**config.mk**
```make
export PLATFORM = sky130hd
export DESIGN_NAME = fractal_sync_port_arbiter
export DESIGN_NICKNAME = d
export VERILOG_FILES = /design/src/rtl/fractal_sync_pkg.sv /design/src/rtl/fractal_sync_rr_arb.sv /design/src/rtl/fractal_sync_port_arbiter.sv
export SDC_FILE = /design/constraint.sdc
export NUM_CORES = 1
export LEC_CHECK = 0
export ABC_AREA = 1
export CAP_MARGIN = 40
export CORE_ASPECT_RATIO = 1.1
export CORE_MARGIN = 2
export CORE_UTILIZATION = 30
export DETAILED_ROUTE_END_ITERATION = 6
export PLACE_DENSITY_LB_ADDON = 0.3
export SLEW_MARGIN = 5
export SYNTH_ARGS = -nofsm -noshare
export SYNTH_HDL_FRONTEND = slang
export SYNTH_HIERARCHICAL = 1
export SYNTH_SLANG_ARGS = --single-unit
```
**constraint.sdc**
```tcl
create_clock -name clk_i -period 3 [get_ports clk_i]
set_clock_uncertainty 0.15 [all_clocks]
set_input_delay 0.45 -clock clk_i [delete_from_list [all_inputs] [get_ports clk_i]]
set_output_delay 0.45 -clock clk_i [all_outputs]
set_load 0.02 [all_outputs]
```
**src/rtl/fractal_sync_pkg.sv**
```systemverilog
// Shared types and helpers for the fractal-sync port arbiter.
package fractal_sync_pkg;

    localparam int unsigned FSYNC_ID_W   = 4;
    localparam int unsigned FSYNC_AGGR_W = 1;

    typedef struct packed {
        logic [FSYNC_ID_W-1:0] id;
    } fsync_req_sig_t;

    typedef struct packed {
        logic           sync;
        logic           lock;
        logic           free;
        fsync_req_sig_t sig;
    } fsync_req_t;

    typedef struct packed {
        logic [FSYNC_AGGR_W-1:0] aggr;
        logic [FSYNC_ID_W-1:0]   id;
    } fsync_rsp_sig_t;

    typedef struct packed {
        logic           wake;
        logic           grant;
        fsync_rsp_sig_t sig;
        logic           error;
    } fsync_rsp_t;

    typedef enum logic [1:0] {
        IDLE  = 2'd0,
        ISSUE = 2'd1,
        WAIT  = 2'd2,
        DONE  = 2'd3
    } arb_state_e;

    localparam fsync_rsp_t FSYNC_RSP_ERROR = '{wake: 1'b0, grant: 1'b0, sig: '0, error: 1'b1};

endpackage

```
**src/rtl/fractal_sync_rr_arb.sv**
```systemverilog
// Combinational round-robin pick: first set request at or after ptr_i, wrapping.
module fractal_sync_rr_arb #(
    parameter int unsigned N_REQ = 4,
    localparam int unsigned IDX_W = (N_REQ > 1) ? $clog2(N_REQ) : 1
) (
    input  logic [N_REQ-1:0] req_i,
    input  logic [IDX_W-1:0] ptr_i,
    output logic [N_REQ-1:0] gnt_o,
    output logic [IDX_W-1:0] idx_o,
    output logic             valid_o
);

    always_comb begin
        gnt_o   = '0;
        idx_o   = '0;
        valid_o = 1'b0;
        // upper segment [ptr, N_REQ) first, then wrap to [0, ptr)
        for (int unsigned i = 0; i < N_REQ; i++) begin
            if (!valid_o && req_i[i] && (IDX_W'(i) >= ptr_i)) begin
                valid_o  = 1'b1;
                gnt_o[i] = 1'b1;
                idx_o    = IDX_W'(i);
            end
        end
        for (int unsigned i = 0; i < N_REQ; i++) begin
            if (!valid_o && req_i[i]) begin
                valid_o  = 1'b1;
                gnt_o[i] = 1'b1;
                idx_o    = IDX_W'(i);
            end
        end
    end

endmodule

```
**src/rtl/fractal_sync_port_arbiter.sv**
```systemverilog
// Shares one fractal-sync node port among N_REQ requesters, one outstanding request at a time.
module fractal_sync_port_arbiter #(
    parameter type         fsync_req_t    = fractal_sync_pkg::fsync_req_t,
    parameter type         fsync_rsp_t    = fractal_sync_pkg::fsync_rsp_t,
    parameter int unsigned N_REQ          = 4,
    parameter int unsigned TIMEOUT_CYCLES = 1024
) (
    input  logic             clk_i,
    input  logic             rst_ni,
    input  fsync_req_t       req_i [N_REQ],
    input  logic [N_REQ-1:0] req_valid_i,
    output logic [N_REQ-1:0] req_ready_o,
    output fsync_rsp_t       rsp_o [N_REQ],
    output logic [N_REQ-1:0] rsp_valid_o,
    output fsync_req_t       up_req_o,
    input  fsync_rsp_t       up_rsp_i,
    output logic             busy_o,
    output logic             timeout_o,
    output logic             spurious_o
);

    import fractal_sync_pkg::*;

    localparam int unsigned IDX_W = (N_REQ > 1) ? $clog2(N_REQ) : 1;
    localparam int unsigned CNT_W = (TIMEOUT_CYCLES == 0) ? 1 : $clog2(TIMEOUT_CYCLES + 1);

    function automatic logic well_formed(input fsync_req_t r);
        return (2'(r.sync) + 2'(r.lock) + 2'(r.free)) == 2'd1;
    endfunction

    function automatic fsync_rsp_t error_rsp();
        fsync_rsp_t r;
        r       = '0;
        r.error = 1'b1;
        return r;
    endfunction

    arb_state_e       state_q, state_d;
    logic [N_REQ-1:0] pending_q, pending_d;
    logic [IDX_W-1:0] ptr_q, ptr_d;
    logic [IDX_W-1:0] sel_q, sel_d;
    logic [CNT_W-1:0] cnt_q, cnt_d;
    fsync_req_t       slot_q [N_REQ];
    fsync_req_t       slot_d [N_REQ];
    fsync_rsp_t       cap_q, cap_d;
    fsync_req_t       up_req_q, up_req_d;
    fsync_rsp_t       rsp_q [N_REQ];
    fsync_rsp_t       rsp_d [N_REQ];
    logic [N_REQ-1:0] rsp_valid_q, rsp_valid_d;

    logic [N_REQ-1:0] arb_gnt;
    logic [IDX_W-1:0] arb_idx;
    logic             arb_valid;
    fsync_req_t       pick_req;
    logic             ev;

    fractal_sync_rr_arb #(
        .N_REQ (N_REQ)
    ) i_rr_arb (
        .req_i   (pending_q),
        .ptr_i   (ptr_q),
        .gnt_o   (arb_gnt),
        .idx_o   (arb_idx),
        .valid_o (arb_valid)
    );

    assign ev = up_rsp_i.wake | up_rsp_i.grant | up_rsp_i.error;

    always_comb begin
        pick_req = '0;
        for (int unsigned i = 0; i < N_REQ; i++) begin
            if (arb_gnt[i]) begin
                pick_req = slot_q[i];
            end
        end
    end

    always_comb begin
        state_d     = state_q;
        pending_d   = pending_q;
        ptr_d       = ptr_q;
        sel_d       = sel_q;
        cnt_d       = cnt_q;
        slot_d      = slot_q;
        cap_d       = cap_q;
        up_req_d    = '0;
        rsp_d       = rsp_q;
        rsp_valid_d = '0;
        timeout_o   = 1'b0;
        spurious_o  = 1'b0;

        for (int unsigned i = 0; i < N_REQ; i++) begin
            if (req_valid_i[i] && !pending_q[i]) begin
                slot_d[i]    = req_i[i];
                pending_d[i] = 1'b1;
            end
        end

        unique case (state_q)
            IDLE: begin
                spurious_o = ev;
                if (arb_valid) begin
                    sel_d = arb_idx;
                    if (well_formed(pick_req)) begin
                        up_req_d = pick_req;
                        state_d  = ISSUE;
                    end else begin
                        cap_d   = error_rsp();
                        state_d = DONE;
                    end
                end
            end
            ISSUE: begin
                if (ev) begin
                    cap_d   = up_rsp_i;
                    state_d = DONE;
                end else begin
                    cnt_d   = '0;
                    state_d = WAIT;
                end
            end
            WAIT: begin
                if (ev) begin
                    cap_d   = up_rsp_i;
                    state_d = DONE;
                end else if ((TIMEOUT_CYCLES != 0) && (cnt_q == CNT_W'(TIMEOUT_CYCLES - 1))) begin
                    timeout_o = 1'b1;
                    cap_d     = error_rsp();
                    state_d   = DONE;
                end else begin
                    cnt_d = cnt_q + CNT_W'(1);
                end
            end
            DONE: begin
                spurious_o         = ev;
                rsp_d[sel_q]       = cap_q;
                rsp_valid_d[sel_q] = 1'b1;
                pending_d[sel_q]   = 1'b0;
                ptr_d              = (sel_q == IDX_W'(N_REQ - 1)) ? '0 : sel_q + IDX_W'(1);
                state_d            = IDLE;
            end
            default: state_d = IDLE;
        endcase
    end

    always_ff @(posedge clk_i or negedge rst_ni) begin
        if (!rst_ni) begin
            state_q     <= IDLE;
            pending_q   <= '0;
            ptr_q       <= '0;
            sel_q       <= '0;
            cnt_q       <= '0;
            slot_q      <= '{default: '0};
            cap_q       <= '0;
            up_req_q    <= '0;
            rsp_q       <= '{default: '0};
            rsp_valid_q <= '0;
        end else begin
            state_q     <= state_d;
            pending_q   <= pending_d;
            ptr_q       <= ptr_d;
            sel_q       <= sel_d;
            cnt_q       <= cnt_d;
            slot_q      <= slot_d;
            cap_q       <= cap_d;
            up_req_q    <= up_req_d;
            rsp_q       <= rsp_d;
            rsp_valid_q <= rsp_valid_d;
        end
    end

    assign req_ready_o = ~pending_q;
    assign rsp_o       = rsp_q;
    assign rsp_valid_o = rsp_valid_q;
    assign up_req_o    = up_req_q;
    assign busy_o      = (state_q != IDLE);

endmodule
```
==> results of run 1 <==
-- final cells by class --
class                      instances  area, um^2  share of cell area [%]
inverter                          49       188.9                   3.041
clock inverter                     5       61.31                  0.9867
multi-input combinational        334        1916                   30.83
clock buffer                      11       242.7                   3.907
timing repair buffer             108        1057                   17.02
sequential                       100        2502                   40.27
tap                              196       245.2                   3.947
-- flip-flops by register name, summed over array words and instances (netlist names) --
signal	count
rsp_o	32
slot_q	28
cnt_q	11
cap_q	8
up_req_o	7
pending_q	4
rsp_valid_o	4
ptr_q	2
sel_q	2
state_q	2
-- stage by stage --
stage | utilization (%) | instance area [um^2] | TNS [ps]
global placement | 38.52 | 5777 | 0
floorplan | - | 4597 | 0
detailed placement | 38.52 | 5777 | 0
CTS | 40.65 | 6096 | 0
finish | 41.44 | 6213 | 0
global route | 41.44 | 6213 | -591.3
-- power by group --
part           leakage, uW  internal, uW  switching, uW  total (uW)
logic              0.00143          1400           1830        3230
registers          0.00128          1880            331        2210
clock network     0.000138           671            507        1180
-- cell usage after synthesis, drive strengths merged --
cell	number	area [um^2]
o211ai	3	22.52
nand2	132	508.0
buf	3	23.77
nor3b	1	7.510
nand3	31	177.7
o21bai	1	18.77
mux2	29	326.6
nand3b	1	7.510
dfrtp	100	2502
nor2	38	165.2
or2	1	6.260
nand4	12	81.33
a211oi	1	7.510
clkbuf	10	37.54
nor3	1	5.000
o21ai	55	286.5
ha	9	112.6
inv	49	183.9
fa	1	20.02
xnor2	1	8.760
a21oi	17	85.08
-- worst max-delay path: stages (launching register included) --
cell	delay, ps
dfrtp_1	400
nor2_2	60
nand2_2	100
nand2_4	70
nor2_4	170
nand3_2	120
nand2_4	120
inv_4	50
nand3_1	70
nand2_1	60
o211ai_1	120
nand2_1	120
fa_1	460
nand3b_1	180
nand2_2	90
nor2_4	150
nand3_4	130
nand2_1	100
nand2_1	50
-- kinds of logic (layout without fill, tap and decap cells) --
kind of cell	count (synthesis)	after routing	synth area share [%]
xor gates and xnor gates	1	1	0.1907
and+or+nand+nor	217	217	20.86
AOI/OAI and AO/OA	77	77	9.150
DFF	100	100	54.47
adders and majority gates	10	10	2.887
buffers and inverters	62	173	5.338
muxes	29	29	7.108
-- worst max-delay path by stage --
stage                                       from                     to  slack (ps)  depth (start not counted)
after CTS                   ptr_q[1]$_DFFE_PN0P_   cap_q[2]$_DFFE_PN0P_           4                         18
after floorplan           pending_q[0]$_DFF_PN0_   cap_q[0]$_DFFE_PN0P_          40                         16
after detailed placement    ptr_q[1]$_DFFE_PN0P_  up_req_o[1]$_DFF_PN0_           3                         14
after global routing        ptr_q[1]$_DFFE_PN0P_   cap_q[2]$_DFFE_PN0P_         -90                         18
final                       ptr_q[1]$_DFFE_PN0P_   cap_q[2]$_DFFE_PN0P_         110                         18
after global placement      ptr_q[1]$_DFFE_PN0P_   cap_q[6]$_DFFE_PN0P_         120                         16
-- layer usage --
metal / wire length, um / share of wire [%] / global-route usage, %
met1: 4955 / 44 / 18.19
met2: 5821 / 52 / 24.67
met3: 327 / 2.9 / 2.423
met4: 174 / 1.5 / 4.853
met5: 0 / 0 / 0
-- timing repair --
item	4_1_cts	5_1_grt
endpoints found under the hold margin	29	0
pin swaps	1	17
setup buffers	0	6
cloned	0	0
gates resized for setup	2	22
hold buffers	1	0
endpoints found under the setup margin	7	16
==> metrics.md, run 1 <==
| Metric | Value |
|---|---|
| WL per Instance | `14.04 um` |
| Critical path endpoint category | `flop` |
| Post-synthesis net count | `548` |
| Worst setup SP type | `flop` |
| Max-slew headroom | `61.00%` |
| Reg2reg end | `cap_q[2]$_DFFE_PN0P_` |
| Max_cap viols | `0` |
| Synthesized area per cell | `9.263 um^2` |
| Detailed placer's ending HPWL | `8581 um` |
| Drc violations | `0` |
| Number of fill cells | `1440` |
| Die area | `16320 um^2` |
| Share of post-route cells with drive strength above 1 | `15.49%` |
| Final setup margin | `113.5 ps` |
| Via density | `4.544` |
| Finished Layout Cells | `803` |
| Grt total ovfl | `0` |
| Drt initial violations | `244` |
| FF+latch count, synth | `100` |
| Worst hold path class | `flop to flop` |
| Post-synthesis sequential area ratio | `54.47%` |
| Required @ worst endpoint | `3080 ps` |
| Initial antenna violation count | `0` |
| Critical path arrival | `2960 ps` |
| Worst slew pin tran | `583.5 ps` |
| Hold path depth | `2` |
| Max-slew violations | `0` |
| GP Congestion | `0.7674` |
| Cells after Synth | `496` |
| Clock latency on the worst-skew pair | `340 ps` |
| Clock slew at reported path FFs | `70 ps` |
| Crit path kind | `flop to flop` |
| Core area | `15000 um^2` |
| Initial core utilization | `30.64%` |
| GRT Overall Usage | `14.33%` |
| Post-route ant nets | `0` |
| Leak | `0.002853 uW` |
| Hold Path Sink | `cap_q[6]$_DFFE_PN0P_` |
| Netlist Area Pre-Place | `4594 um^2` |
| Htree depth | `3` |
| CTS tree | `built` |
| Final Setup Violations | `0` |
| Period minus WS final | `2886 ps` |
| Reg2Reg Setup Slack | `110 ps` |
| First-pass GRT wire length | `18270 um` |
| Hold_ws | `331.0 ps` |
| Clock Path Buffers | `2` |
| Sink Count | `100` |
| CP Max Fanout | `8` |
| Area Overhead vs Synth | `35.24%` |
| Synth cell types | `31` |
| Post-Route WL | `11280 um` |
| Commonest non-fill, non-tap cell in the layout | `nand2_1` |
| Drt first pass iters | `4` |
| Maximum VDD drop | `403.7 uV` |
| I/O Pins | `92` |
| Status | `complete, no violations` |
| Nets@finish | `654` |
| Port-buffer cells | `91` |
| Total number of vias | `3649` |
| Setup slack after placement | `3.209 ps` |
| Pin count of the biggest net entering global routing | `46` |
| Die Y | `133.8 um` |
| Yosys warning count | `6` |
| Final period utilization | `96.22%` |
| Critical R2R Launch | `ptr_q[1]$_DFFE_PN0P_` |
| Pwr dens | `1064 nW/um^2` |
| Clk root buf | `clkbuf_16` |
| Vias in the first global route | `3706` |
| RSZ-0062 raised after global routing | `true` |
| Fin. Hold Viols | `0` |
| Die W | `122.0 um` |
| DP Cell Count | `780` |
| Ant. Diodes | `0` |
| R2R cell count | `18` |
| Num rows | `47` |
| Power, Total | `6612 uW` |
| CTS buffer count | `9` |
| Worst hold start | `cap_q[6]$_DFFE_PN0P_` |
| Most frequent cells in the layout | `119 x nand2_1, 100 x dfrtp_1, 89 x clkdlybuf4s50_1, 50 x o21ai_0, 45 x inv_1` |
| F_max | `0.3464 GHz` |
Note: power is estimated with default switching activity, not from simulation.
==> inputs of run 2 (changes only) <==
Settings changed: CORE_UTILIZATION 30 to 45, CTS_CLUSTER_DIAMETER set to 100.
==> metrics.md, run 2 (same netlist as run 1, synthesis figures left out) <==
| Metric | Value |
|---|---|
| Status | `complete, no violations` |
| Hold path depth | `2 (unchanged)` |
| Final Setup Violations | `0 (unchanged)` |
| DP Cell Count | `702 (-10%)` |
| Maximum VDD drop | `530.8 uV (+31%)` |
| Final period utilization | `98.80% (+2.6 points)` |
| Switching power | `2693 uW (+1.0%)` |
| Nets@finish | `651 (-0.46%)` |
| Htree depth | `3 (unchanged)` |
| Commonest non-fill, non-tap cell in the layout | `nand2_1` |
| Internal | `3635 uW (-7.9%)` |
| RSZ-0062 raised after global routing | `true` |
| Max-slew headroom | `63.67% (+2.7 points)` |
| GRT Overall Usage | `19.65% (+5.3 points)` |
| CP cell instances | `nand2_2 > nand2_4 > nor2_4 > nand4_4 > nand2_4 > inv_4 > o211ai_1 > nand2_1 > fa_1 > nand3b_1 > nand2_2 > nor2_4 > buf_6 > nand4_1 > nand2_1` |
| Worst hold path class | `flop to flop` |
| R2R cell count | `15 (-3)` |
| Sw Share | `42.56% (+2.2 points)` |
| Die Y | `110.0 um (-18%)` |
| I/O Pins | `92 (unchanged)` |
| Initial core utilization | `46.46% (+16 points)` |
| Final Util | `60.80% (+19 points)` |
| Finished Layout Cells | `724 (-9.8%)` |
| Vias in the first global route | `3614 (-2.5%)` |
| Critical R2R Launch | `pending_q[0]$_DFF_PN0_` |
| Drt first pass iters | `4 (unchanged)` |
| Number of fill cells | `858 (-40%)` |
| Clk pwr share | `13.7% (-4.1 points)` |
| Worst setup SP type | `flop` |
| CTS tree | `built` |
| Die W | `100.3 um (-18%)` |
| Most frequent cells in the layout | `120 x nand2_1, 99 x dfrtp_1, 89 x clkdlybuf4s50_1, 50 x o21ai_0, 46 x inv_1` |
| Area Overhead vs Synth | `30.88%` |
| Critical path endpoint category | `flop` |
| Leak | `0.002805 uW (-1.7%)` |
| Pwr dens | `1052 nW/um^2 (-1.1%)` |
| Share of post-route cells with drive strength above 1 | `15.07% (-0.42 points)` |
| Post-route ant nets | `0 (unchanged)` |
| Fin area | `6013 um^2 (-3.2%)` |
| CTS buffer count | `9 (unchanged)` |
| Reg2Reg Setup Slack | `40 ps (-80 ps)` |
| Critical path arrival | `3080 ps (+120 ps)` |
| First-pass GRT wire length | `17240 um (-5.7%)` |
| WL per Instance | `14.30 um (+1.8%)` |
| Hold_ws | `351.9 ps (+20.84 ps)` |
| Via density | `4.994 (+9.9%)` |
| Port-buffer cells | `91 (unchanged)` |
| Max_cap viols | `0 (unchanged)` |
| Area post-placement | `5667 um^2 (-1.9%)` |
| Drc violations | `0 (unchanged)` |
| Reg2reg end | `cap_q[2]$_DFFE_PN0P_` |
| Die area | `11030 um^2 (-32%)` |
| Period minus WS final | `2964 ps (+77.52 ps)` |
| Ant. Diodes | `0 (unchanged)` |
| Initial antenna violation count | `0 (unchanged)` |
| Comb pwr share | `51.4% (+2.6 points)` |
| Total number of vias | `3616 (-0.90%)` |
| Hold Path Sink | `rsp_o[12]$_DFFE_PN0P_` |
| Max-slew violations | `0 (unchanged)` |
| Clock latency on the worst-skew pair | `370 ps (+30 ps)` |
| Required @ worst endpoint | `3120 ps (+40 ps)` |
| Clock slew at reported path FFs | `120 ps (+50 ps)` |
| Crit path kind | `flop to flop` |
| Clk root buf | `clkbuf_8` |
| Num rows | `38 (-19%)` |
| GP Congestion | `0.9320 (+21%)` |
| Worst slew pin tran | `543.6 ps (-39.91 ps)` |
| Clock Path Buffers | `2 (unchanged)` |
| CP Max Fanout | `8 (unchanged)` |
| Drt initial violations | `163 (-33%)` |
| Fin. Hold Viols | `0 (unchanged)` |
| Seq pwr share | `34.9% (+1.5 points)` |
| Worst hold start | `rsp_o[12]$_DFFE_PN0P_` |
| Pin count of the biggest net entering global routing | `101 (+120%)` |
| Sink Count | `100 (unchanged)` |
| Largest stage delay, worst path | `570 ps (+110 ps)` |
| Post-Route WL | `10350 um (-8.2%)` |
| Max reg flops | `32 (unchanged)` |
| Core area | `9889 um^2 (-34%)` |
| Slowest library cell on the worst path | `fa_1` |
| Power, Total | `6328 uW (-4.3%)` |
| F_max | `0.3374 GHz (-2.6%)` |
| Grt total ovfl | `0 (unchanged)` |
| Detailed placer's ending HPWL | `7485 um (-13%)` |
run 2: cell count changes in the layout (fill, tap and decap cells not counted), moves of 2 or more:
cell	previous run	this run
clkbuf_16	9	0
clkbuf_8	1	9
buf_4	15	10
clkinv_8	0	4
buf_6	1	3
clkinvlp_4	3	1
inv_6	0	2
run 2: worst max path at each step:
stage,to,start,slack (ps)
after floorplan,cap_q[0]$_DFFE_PN0P_,pending_q[0]$_DFF_PN0_,40
after global placement,up_req_o[3]$_DFF_PN0_,ptr_q[1]$_DFFE_PN0P_,170
after CTS,cap_q[4]$_DFFE_PN0P_,ptr_q[1]$_DFFE_PN0P_,-1
after detailed placement,up_req_o[2]$_DFF_PN0_,pending_q[0]$_DFF_PN0_,-10
final,cap_q[2]$_DFFE_PN0P_,pending_q[0]$_DFF_PN0_,40
after global routing,cap_q[3]$_DFFE_PN0P_,ptr_q[1]$_DFFE_PN0P_,-160
run 2: power groups by stage:
stage / registers (uW) / clock network (uW) / logic [uW]
global placement: 2200 / 0 / 2870
global route: 2270 / 945 / 3620
finish: 2210 / 869 / 3250
detailed placement: 2220 / 0 / 2990
floorplan: 2400 / 0 / 1640
CTS: 2190 / 887 / 3010
run 2: timing repair:
action,4_1_cts,5_1_grt
hold buffers,1,0
resized for setup,1,24
pin swaps,1,10
setup endpoints to repair,7,17
cloned,0,0
endpoints found under the hold margin,25,0
buffers inserted,0,5
run 2: area by class of cell:
class	instances	area [um^2]	area share, %
Timing Repair Buffer	105	1042	17.33
Sequential cell	100	2504	41.64
Tap cell	120	150.1	2.497
Inverter	49	188.9	3.142
Clock buffer	9	123.9	2.060
Multi-Input combinational cell	334	1914	31.84
Clock inverter	7	90.09	1.498
run 2: through the flow:
stage,setup WS (ps),TNS [ps]
after floorplan,35.99,0
after global placement,173.3,0
after detailed placement,-14.76,-14.76
after CTS,-1.266,-1.266
after global routing,-163.9,-2194
final,36.00,0
run 2: worst max-delay path: cells and delay by family (launching register included):
kind                       cells  cell delay [ps]
and+or+nand+nor               11             1280
adders and majority gates      1              570
DFF                            1              460
AOI/OAI and AO/OA              1              230
buffers and inverters          2              180
run 2: per-layer routing:
layer	track usage (%)	wire length [um]	vias to the layer above
li1	-	-	1824
met1	26.49	4749	1704
met2	32.89	5029	80
met3	4.414	489	8
met4	4.110	83	0
met5	0	0	-
